--- src/rtl/cmult_arbiter.sv ---
// Round-robin arbiter sharing one complex multiplier; 2-stage pipeline, 2-edge latency, 1 result/cycle.
// rsp_ready backpressure holds S2 then S1 and withholds grants; CMULT_ARB_PERF_EN adds grant/stall counters.
module cmult_arbiter #(
  parameter int NREQ = 4,
  parameter int IDW  = 2
) (
  input  logic              clk,
  input  logic              rst_n,
  input  logic [NREQ-1:0]   req_valid,
  input  logic [48*NREQ-1:0] req_a,
  input  logic [48*NREQ-1:0] req_b,
  output logic [NREQ-1:0]   req_ready,
  output logic [47:0]       mul_a,
  output logic [47:0]       mul_b,
  input  logic [95:0]       mul_p,
  output logic              rsp_valid,
  input  logic              rsp_ready,
  output logic [IDW-1:0]    rsp_id,
  output logic [95:0]       rsp_product
`ifdef CMULT_ARB_PERF_EN
  ,
  output logic [31:0]       perf_grants,
  output logic [31:0]       perf_stalls
`endif
);

  typedef struct packed {
    logic [47:0]    a;
    logic [47:0]    b;
    logic [IDW-1:0] id;
  } s1_t;

  typedef struct packed {
    logic [95:0]    p;
    logic [IDW-1:0] id;
  } s2_t;

  s1_t            s1_q;
  s2_t            s2_q;
  logic           v1;
  logic           v2;
  logic [IDW-1:0] rr_ptr;
  logic           adv1;
  logic           adv2;
  logic           hi_found;
  logic           lo_found;
  logic [IDW-1:0] hi_id;
  logic [IDW-1:0] lo_id;
  logic [IDW-1:0] gnt_id;
  logic           gnt;
  logic [47:0]    sel_a;
  logic [47:0]    sel_b;

  assign adv2 = !v2 || rsp_ready;
  assign adv1 = !v1 || adv2;

  // Two descending scans: lowest valid index at/after rr_ptr wins, else lowest below it (wrap-around).
  always_comb begin
    hi_found = 1'b0;
    lo_found = 1'b0;
    hi_id    = '0;
    lo_id    = '0;
    for (int i = NREQ - 1; i >= 0; i--) begin
      if (req_valid[i] && (IDW'(i) >= rr_ptr)) begin
        hi_found = 1'b1;
        hi_id    = IDW'(i);
      end
      if (req_valid[i] && (IDW'(i) < rr_ptr)) begin
        lo_found = 1'b1;
        lo_id    = IDW'(i);
      end
    end
  end

  assign gnt_id = hi_found ? hi_id : lo_id;
  // Grants are suppressed while in reset even though S1 reads as empty.
  assign gnt    = rst_n && adv1 && (hi_found || lo_found);

  always_comb begin
    req_ready = '0;
    sel_a     = '0;
    sel_b     = '0;
    for (int i = 0; i < NREQ; i++) begin
      if (gnt_id == IDW'(i)) begin
        req_ready[i] = gnt;
        sel_a        = req_a[i*48 +: 48];
        sel_b        = req_b[i*48 +: 48];
      end
    end
  end

  always_ff @(posedge clk or negedge rst_n) begin
    if (!rst_n) begin
      v1     <= 1'b0;
      v2     <= 1'b0;
      s1_q   <= '0;
      s2_q   <= '0;
      rr_ptr <= '0;
    end else begin
      if (adv2) begin
        v2 <= v1;
        if (v1) begin
          s2_q.p  <= mul_p;
          s2_q.id <= s1_q.id;
        end
      end
      if (adv1) begin
        v1 <= gnt;
        if (gnt) begin
          s1_q.a  <= sel_a;
          s1_q.b  <= sel_b;
          s1_q.id <= gnt_id;
        end
      end
      if (gnt) begin
        rr_ptr <= (gnt_id == IDW'(NREQ - 1)) ? '0 : gnt_id + IDW'(1);
      end
    end
  end

  assign mul_a       = s1_q.a;
  assign mul_b       = s1_q.b;
  assign rsp_valid   = v2;
  assign rsp_id      = s2_q.id;
  assign rsp_product = s2_q.p;

`ifdef CMULT_ARB_PERF_EN
  always_ff @(posedge clk or negedge rst_n) begin
    if (!rst_n) begin
      perf_grants <= '0;
      perf_stalls <= '0;
    end else begin
      if (gnt && (perf_grants != '1)) perf_grants <= perf_grants + 32'd1;
      if (v2 && !rsp_ready && (perf_stalls != '1)) perf_stalls <= perf_stalls + 32'd1;
    end
  end
`endif

endmodule
--- config.mk ---
export PLATFORM = sky130hd
export DESIGN_NAME = cmult_arbiter
export DESIGN_NICKNAME = d
export VERILOG_FILES = /design/src/rtl/cmult_arbiter.sv
export SDC_FILE = /design/constraint.sdc
export NUM_CORES = 1
export LEC_CHECK = 0
export ABC_CLOCK_PERIOD_IN_PS = 2300
export CAP_MARGIN = 20
export CORE_AREA = 2 2 267 269
export DETAILED_ROUTE_END_ITERATION = 6
export DIE_AREA = 0 0 269 271
export GPL_TIMING_DRIVEN = 0
export PLACE_DENSITY = 0.43
export SYNTH_ARGS = -nofsm -noshare
export SYNTH_HDL_FRONTEND = slang
export SYNTH_SLANG_ARGS = --single-unit
--- constraint.sdc ---
create_clock -name clk -period 2.3 [get_ports clk]
set_input_delay 0.345 -clock clk [delete_from_list [all_inputs] [get_ports clk]]
set_output_delay 0.345 -clock clk [all_outputs]
set_load 0.05 [all_outputs]
==> Word level (Yosys, flattened, before mapping) <==
Cells that the tools add are included.
{ "word_totals": {"elab_cells": 68, "out_inout_bits": 199, "register_bits": 200} }
{ "op_classes": {"order_cmp": 8, "eq_ne": 3, "n_addsub": 1, "reduce_logical": 18, "n_mux": 30} }
{ "op_table": {"columns": ["operator", "n"], "rows": [
  ["$mux 48", 8],
  ["$mux 2", 10],
  ["$mux 1", 12],
  ["$logic_and 1x1->1", 10],
  ["$eq 2x2->1 const B", 2],
  ["$ge 1x2->1 const A", 2],
  ["$ge 2x2->1 const A", 2],
  ["$lt 1x2->1 const A", 2],
  ["$lt 2x2->1 const A", 2],
  ["$reduce_and 2->1", 2],
  ["$logic_or 1x1->1", 3],
  ["$add 2x1->2 const B", 1],
  ["$eq 2x1->1 const B", 1],
  ["$logic_not 1->1", 2],
  ["$logic_not 2->1", 1]
]} }

==> Depth between registers and ports, before layout <==
Gate-level depths: netlist of the first run.
{ "depth": {"depth_word": 12, "depth_mapped": 11} }

==> Least setup slack after synthesis of the first run <==
No wires, ideal clock.
{ "synth_timing": {"path_kind": "input-to-output", "start": "input port req_valid[2]", "end": "output port req_ready[1]", "arrival_time_ps": 2168, "setup_slack_ps": -213, "cell_stages": 8, "cell_sequence": "nor2b_1 -> a221oi_1 -> or2_2 -> ha_1 -> buf_2 -> buf_2 -> clkbuf_1 -> and2_1"} }
{ "synth_between": {"elab_chain_cells": 7} }
{ "synth_rtl": {"columns": ["item", "line_no", "text"], "rows": [
  ["from (decl)", "9", "input logic [NREQ-1:0] req_valid,"],
  ["$logic_and 1x1->1 (on tied branches)", "68, 64", null],
  ["$mux 2 (tied with other cells) (3 in series)", "68", "if (req_valid[i] && (IDW'(i) < rr_ptr)) begin"],
  ["$mux 2 / $logic_or 1x1->1 (equally long branches)", "75, 77", null],
  ["$eq 2x1->1 / $logic_and 1x1->1 (equally long branches)", "84, 77", null],
  ["$mux 1 (*)", "84", "if (gnt_id == IDW'(i)) begin"],
  ["to (decl)", "12", "output logic [NREQ-1:0] req_ready,"]
]} }
Every way passes the cells marked *; elsewhere a longest branch is shown, timed or not.

==> Worst setup path in the final report of the first run <==
{ "layout_timing": {"start": "register rr_ptr[1]", "end": "output port req_ready[1]"} }
{ "layout_between": {"elab_chain_cells": 9} }
{ "layout_rtl": {"columns": ["item", "line_no", "text"], "rows": [
  ["from (decl)", "42", "logic [IDW-1:0] rr_ptr;"],
  ["from (signal assigned)", "116", "rr_ptr <= (gnt_id == IDW'(NREQ - 1)) ? '0 : gnt_id + IDW'(1);"],
  ["$lt 2x2->1 / $ge 2x2->1 (equally long branches)", "68, 64", null],
  ["$logic_and 1x1->1 (on tied branches)", "68, 64", null],
  ["$mux 2 (tied with other cells) (4 in series)", "68", null],
  ["$mux 2 / $logic_or 1x1->1 (equally long branches)", "75, 77", null],
  ["$eq 2x1->1 / $logic_and 1x1->1 (equally long branches)", "84, 77", null],
  ["$mux 1 (*)", "84", null]
]} }
Marks and branches as above.

==> results.cfg, run 1 <==
[run_status]
status = complete, but fails checks
violations = negative setup slack

[placement]
place_inst = 2548
place_ws_ns = -2.185
place_congestion = 0.8080
port_buffers = 685
placed_area_sq_um = 18350
hpwl_um = 44570

[route]
ant_nets = 0
wl_per_cell_um = 22.41
vias = 10830
drt_iter0_markers = 339
drc_errors = 0
dr.pass1.iters = 4
wl_um = 58840
via_per_inst = 4.126

[finish]
final_area_sq_um = 21490
area_delta_synth_final_pct = 109.9
fin_nets = 2162
drive_above_1_share_pct = 29.63
postLayoutCoreUtil_pct = 30.79
layout.cells.non_filler = 2626

[synth]
yosysSeqAreaShare_pct = 48.89
ys_seq_elements = 200
synth_area_leaders = dfrtp_1 49%, mux2_2 11%, a221oi_1 8.3%
ys_async_sr_fraction_pct = 100.0
synth_top_area_share_pct = 48.89
synth_common_cells = 200 x dfrtp_1, 101 x buf_4, 98 x o21ai_0
synthCells = 920
synth-main-ff-cell = dfrtp_1
ys_types = 31
synth_compound_area_share_pct = 26.59
yosys.area_share.simple_pct = 1.479
syn_area_sq_um = 10240
synth_warnings = 0
synthMuxAreaShare_pct = 10.99
syn_nets = 1411
synth_top_family_by_area = compound AO/OA/AOI/OAI gates
synth_area_per_cell_sq_um = 11.13
synth-edff-count = 0
yosysMostFrequentCell = dfrtp_1
yosysTopAreaCell = dfrtp_1
synth-xor-area-share_pct = 0
synthAdderAreaFrac_pct = 0.4889

[clocking]
clockBufferDepth = 2
numCtsBuffers = 17
clock_latency_ns = 0.49
path_clk_slew_ns = 0.09
cts_root_buffer = clkbuf_16
cts_tree = done
htreeDepth = 4
clock-sinks = 200

[floorplanning]
core-area_sq_um = 69790
rows = 97
pin_count = 686
dieArea_sq_um = 72900
die_w_um = 269
start_util_pct = 14.67
die_h_um = 271

[timing]
setup_violations = 100
rsz0062_at_grt = true
finalWorstSetupSlack_ns = -0.2921
report.final.slew_viol_count = 0
fin_crit_sh_pct = 112.7
finClkSkew_ns = 0.01076
worst_pin_slew_ns = 1.010
layout_min_cycle_time_ns = 2.592
hold_violations = 0
relSlewSlack_pct = 32.42
max_freq_ghz = 0.3858
hold_slack_ns = 0.3967

[global_route]
grt-ovfl-total = 0
grt_max_degree = 92
grt_usage_pct = 14.99
grt_pass1_vias = 11510
antenna_found_initial = 5
grt_pass1_wl_um = 79320

[power]
p_switching_mw = 12.09
seq_power_share_pct = 20.7
power_density_nw_per_um2 = 1207
combPwrFrac_pct = 66.3
ir_drop_v = 0.0005169
p_int_mw = 13.85
pwr-share-clk_pct = 13.0
leakage_nw = 8.237
switching_share_pct = 46.61

[worst_setup_path]
worst-endpoint-required_ns = 1.96
r2r-end = mul_a[36]
crit_type = register to primary output
reg2reg_depth = 10
rr_startpoint = rr_ptr[1]
max_stage_delay_ns = 0.46
crit_buf_inv = 3
startpoint = rr_ptr[1]
crit_chain = nand2_4 -> a221oi_4 -> or2_4 -> ha_4 -> buf_12 -> clkbuf_16 -> and2_4 -> buf_8
r2r_setup_slack_ns = -0.27
end_kind = primary output
cp_top_family = flip-flops
cp_max_fo = 5
start_kind = register
cpMaxStageDelayCell = dfrtp_2
worstPathArrival_ns = 2.25

[job]
drv_cap = 0

[hold_path]
min_path_type = input pin to asynchronous set/reset pin
[worst max-delay path by stage]
stage	end	cells past startpoint	slack, ns
CTS	req_ready[1]	9	-0.36
global placement	req_ready[0]	6	-10.19
detailed placement	req_ready[1]	10	-2.19
finish	req_ready[1]	8	-0.29
floorplan	req_ready[1]	8	-0.03
global route	req_ready[1]	8	-0.38
[layout make-up]
class,count,area (sq um)
Tap cell,940,1176
Antenna cell,2,5.005
Fill cell,7161,48300
Timing Repair Buffer,738,7650
Clock inverter,15,205.2
Sequential cell,200,5006
Multi-Input combinational cell,524,5441
Buffer,187,1556
Inverter,3,23.77
Clock buffer,17,425.4
[cell families after synthesis]
family	Yosys count
buffers and inverters	196
muxes	100
and+or+nand+nor	27
adders and majority gates	4
DFF	200
AOI/OAI and AO/OA	393
[timing repair]
action                                  CTS  global route
hold endpoints to repair                100            71
endpoints found under the setup margin  117           100
resized for setup                       187           218
setup buffers                            16            17
gates cloned                              0            10
hold buffers                              1             7
pin swaps                                14            33
[power by group through the flow]
stage	Combinational, mW	Clock, mW	Sequential [mW]
floorplan	7.56	0	6.44
global placement	13.9	0	5.39
detailed placement	13.9	0	5.42
CTS	14.9	3.54	5.36
global route	18.1	3.67	5.52
finish	17.2	3.38	5.36
[cell usage in the layout (no fill, tap or decap), types with 2 or more instances in the layout]
| cell type | count |
|---|---|
| ha_4 | 4 |
| or2_4 | 2 |
| clkinv_8 | 3 |
| buf_4 | 124 |
| nor2b_1 | 2 |
| clkbuf_2 | 9 |
| o21ai_0 | 98 |
| buf_8 | 10 |
| clkbuf_4 | 4 |
| clkdlybuf4s50_1 | 677 |
| o22ai_1 | 95 |
| o31ai_1 | 73 |
| o31ai_2 | 23 |
| clkbuf_16 | 29 |
| diode_2 | 2 |
| mux2_1 | 2 |
| mux2_2 | 97 |
| dlymetal6s2s_1 | 2 |
| clkbuf_1 | 15 |
| inv_6 | 3 |
| buf_6 | 18 |
| a221oi_4 | 47 |
| buf_12 | 20 |
| inv_12 | 3 |
| dlygate4sd3_1 | 5 |
| a221oi_2 | 50 |
| buf_16 | 4 |
| inv_8 | 6 |
| nor2_2 | 4 |
| dfrtp_1 | 199 |
| buf_2 | 24 |
| and2_1 | 2 |
| nand2b_1 | 5 |
| inv_1 | 2 |
[metrics by stage]
stage                     TNS [ns]  total power, mW
after floorplan           -0.03460            14.00
after global placement    -2729.17            19.33
after detailed placement   -158.84            19.37
after CTS                   -20.83            23.83
after global routing        -26.64            27.24
final                       -18.49            25.94
[registers in the layout, summed over array words and instances (netlist names)]
| signal | cells |
|---|---|
| rsp_product | 96 |
| rsp_id | 2 |
| mul_a | 48 |
| mul_b | 48 |
| v1 | 1 |
| rsp_valid | 1 |
| rr_ptr | 2 |
| s1_q | 2 |
[routing by layer]
layer,track usage [%],routed length (um)
met3,4.405,4371
met5,0,12
met2,27.50,30490
met1,16.91,23190
met4,3.289,767
No activity file was read; power rests on OpenSTA's default activity.
==> run 2, diff against run 1 <==
==> config.mk (replaced) <==
export PLATFORM = sky130hd
export DESIGN_NAME = cmult_arbiter
export DESIGN_NICKNAME = d
export VERILOG_FILES = /design/src/rtl/cmult_arbiter.sv
export SDC_FILE = /design/constraint.sdc
export NUM_CORES = 1
export LEC_CHECK = 0
export ABC_AREA = 1
export ABC_CLOCK_PERIOD_IN_PS = 2300
export CAP_MARGIN = 20
export CORE_AREA = 2 2 266 268
export DETAILED_ROUTE_END_ITERATION = 6
export DIE_AREA = 0 0 268 270
export GPL_TIMING_DRIVEN = 0
export PLACE_DENSITY = 0.45
export SYNTH_ARGS = -nofsm -noshare
export SYNTH_HDL_FRONTEND = slang
export SYNTH_SLANG_ARGS = --single-unit
==> run 2 against run 1 <==
  * Maximum frequency is 3.7% lower
  * Sequential power is 9.5% higher
  * Worst hold slack worse by 0.56 ns
  * Power is 21% higher
  * Die area is 0.74% lower
  * Clock skew is 0.0091 ns higher
  * Critical path depth is 5 higher
  * Critical endpoint unchanged
  * The run ends with negative hold slack, negative setup slack left
  * Final cell count is 20% higher
  * Register-to-register slack better by 0.05 ns
  * Synthesized area is 12% higher
==> results.cfg, run 2 <==
[synth]
synth-main-ff-cell = dfrtp_1
synth_area_per_cell_sq_um = 8.070
synth_common_cells = 604 x nand2_1, 200 x dfrtp_1, 98 x buf_4, 98 x mux2_2, 97 x a21oi_1
yosysMostFrequentCell = nand2_1
synth_area_leaders = dfrtp_1 44%, nand2_1 20%, mux2_2 9.7%
synth-edff-count = 0
ys_async_sr_fraction_pct = 100.0
synthCells = 1417
ys_types = 22
yosysTopAreaCell = dfrtp_1
synth_top_area_share_pct = 43.77
syn_nets = 1908
syn_area_sq_um = 11430
ys_seq_elements = 200
synth_warnings = 0
yosysSeqAreaShare_pct = 43.77

[placement]
place_congestion = 0.8879
placed_area_sq_um = 19550
place_inst = 3044
place_ws_ns = -1.943
hpwl_um = 47320
port_buffers = 685

[clocking]
clock_latency_ns = 0.49
numCtsBuffers = 17
clockBufferDepth = 2
path_clk_slew_ns = 0.09
clock-sinks = 200
cts_tree = done
htreeDepth = 4
cts_root_buffer = clkbuf_16
ctsHoldBuffers = 1

[floorplanning]
pin_count = 686
rows = 97
start_util_pct = 16.44
core-area_sq_um = 69540
die_w_um = 268
dieArea_sq_um = 72360
die_h_um = 270

[timing]
relSlewSlack_pct = 59.03
fin_crit_sh_pct = 117.0
finalWorstSetupSlack_ns = -0.3909
hold_slack_ns = -0.1617
worst_pin_slew_ns = 0.6126
layout_min_cycle_time_ns = 2.691
max_freq_ghz = 0.3716
rsz0062_at_grt = true
finClkSkew_ns = 0.01985
setup_violations = 100
hold_violations = 179
report.final.slew_viol_count = 0

[worst_setup_path]
start_kind = register
worst-endpoint-required_ns = 1.96
max_stage_delay_ns = 0.46
crit_type = register to primary output
reg2reg_depth = 15
path_depth = 13
crit_chain = buf_4 -> nand3_2 -> nor2_2 -> nor2_2 -> nor2_4 -> inv_2 -> ha_4 -> buf_12 -> buf_12 -> buf_8 -> inv_2 -> nor2_4 -> buf_6
cp_top_family = buffers and inverters
cp_max_fo = 5
worstPathArrival_ns = 2.35
end_kind = primary output
crit_buf_inv = 7
cpMaxStageDelayCell = dfrtp_2

[global_route]
grt_max_degree = 93
grt_pass1_wl_um = 88600
grt-ovfl-total = 0
grt_pass1_vias = 13570
grt_usage_pct = 16.69
antenna_found_initial = 6

[hold_path]
min_path_type = input pin to asynchronous set/reset pin

[finish]
final_area_sq_um = 22380
fin_nets = 2681
drive_above_1_share_pct = 25.47
layout_commonest_cell = clkdlybuf4s50_1
layout.cells.non_filler = 3146
largest_reg_flops = 96
area_delta_synth_final_pct = 95.72
layout_common_cells = 679 x clkdlybuf4s50_1, 565 x nand2_1, 198 x dfrtp_1

[power]
p_switching_mw = 15.42
combPwrFrac_pct = 71.1
pwr-share-clk_pct = 10.2
leakage_nw = 10.02
switching_share_pct = 49.03
power_density_nw_per_um2 = 1405
seq_power_share_pct = 18.7
p_int_mw = 16.03
ir_drop_v = 0.0005149

[route]
drt_iter0_markers = 534
drc_errors = 0
wl_per_cell_um = 19.44
via_per_inst = 4.003
dr.pass1.iters = 4
vias = 12590
ant_nets = 0
wl_um = 61150

[job]
drv_cap = 0

[run_status]
violations = negative hold slack, negative setup slack
status = complete, but fails checks
==> run 2: cell types whose count changed after synthesis, sizes merged, moves of 5 or more <==
| cell | change |
|---|---|
| buf | -5 |
| o22ai | -95 |
| nand2b | -6 |
| a21o | +96 |
| inv | +10 |
| nand2 | +604 |
| a221oi | -97 |
| nor2 | +6 |
| a21oi | +96 |
| o31ai | -96 |
==> run 2: kinds of logic after synthesis <==
group | Yosys count | share of synthesized area (%)
compound gates | 292 | 14.98
fa+ha+maj | 4 | 0.4377
buf+inv | 203 | 10.66
flops | 200 | 43.77
mux | 98 | 9.651
simple gates | 620 | 20.51
==> run 2: worst paths after layout <==
| kind | start | endpoint | slack (ns) |
|---|---|---|---|
| min reg2reg | mul_b[22] | mul_b[22] | 0.48 |
| max reg2reg | rr_ptr[0] | mul_a[28] | -0.22 |
| min | rst_n | rsp_product[26] | -0.16 |
| min in group clk | mul_p[83] | rsp_product[83] | 0.46 |
| max in group asynchronous | rst_n | rsp_product[23] | 1.58 |
| max | rr_ptr[0] | req_ready[1] | -0.39 |
==> run 2: per-layer routing <==
layer	up-vias	global-route usage [%]	routed length, um
met3	70	3.948	3591
met4	6	5.190	1437
met1	6043	19.34	25050
met2	420	30.04	31030
li1	6054	-	-
met5	-	0	44
==> run 2: power groups by stage <==
stage / combinational (mW) / sequential, mW / clock [mW]
after floorplan: 9.45 / 8.37 / 0
after global placement: 18.8 / 5.89 / 0
after detailed placement: 18.8 / 5.92 / 0
after CTS: 22.0 / 5.87 / 3.42
after global routing: 23.8 / 6.08 / 3.53
final: 22.4 / 5.87 / 3.22
==> run 2: cell type report <==
| type | count | area, sq um |
|---|---|---|
| flip-flops and latches | 200 | 5007 |
| diodes | 3 | 7.507 |
| clock inverters | 14 | 153.9 |
| well taps | 940 | 1176 |
| clock buffers | 18 | 429.2 |
| repair buffers | 756 | 7801 |
| fillers | 7288 | 47160 |
| plain buffers | 188 | 1728 |
| inverters | 13 | 67.56 |
| multi-input cells | 1014 | 6010 |
==> run 2: stage by stage <==
step	utilization (%)	hold slack (ns)	TNS [ns]	total power, mW
floorplan	-	0.04941	-0.08259	17.82
global placement	28.02	0.4644	-2823.24	24.71
detailed placement	28.10	0.2113	-155.92	24.77
CTS	31.62	-0.1558	-26.09	31.31
global route	32.17	-0.1376	-28.21	33.40
finish	32.18	-0.1617	-13.41	31.46
==> run 2: repair_timing <==
item	4_1_cts	5_1_grt
buffers inserted	47	17
resized for setup	450	123
hold endpoints to repair	21	179
pin swaps	38	36
gates cloned	12	2
endpoints found under the setup margin	101	104
==> run 2: worst reg2reg max path, cell delays in order (launching register included) <==
cell	delay, ns
dfrtp_2	0.46
buf_4	0.15
nand3_2	0.08
nor2_2	0.10
nor2_2	0.06
nor2_4	0.17
ha_4	0.21
clkinvlp_4	0.20
buf_12	0.21
buf_12	0.15
clkbuf_16	0.17
o21ai_2	0.12
a21o_1	0.16
nand2_1	0.07
nand2_1	0.06
nand2_1	0.05
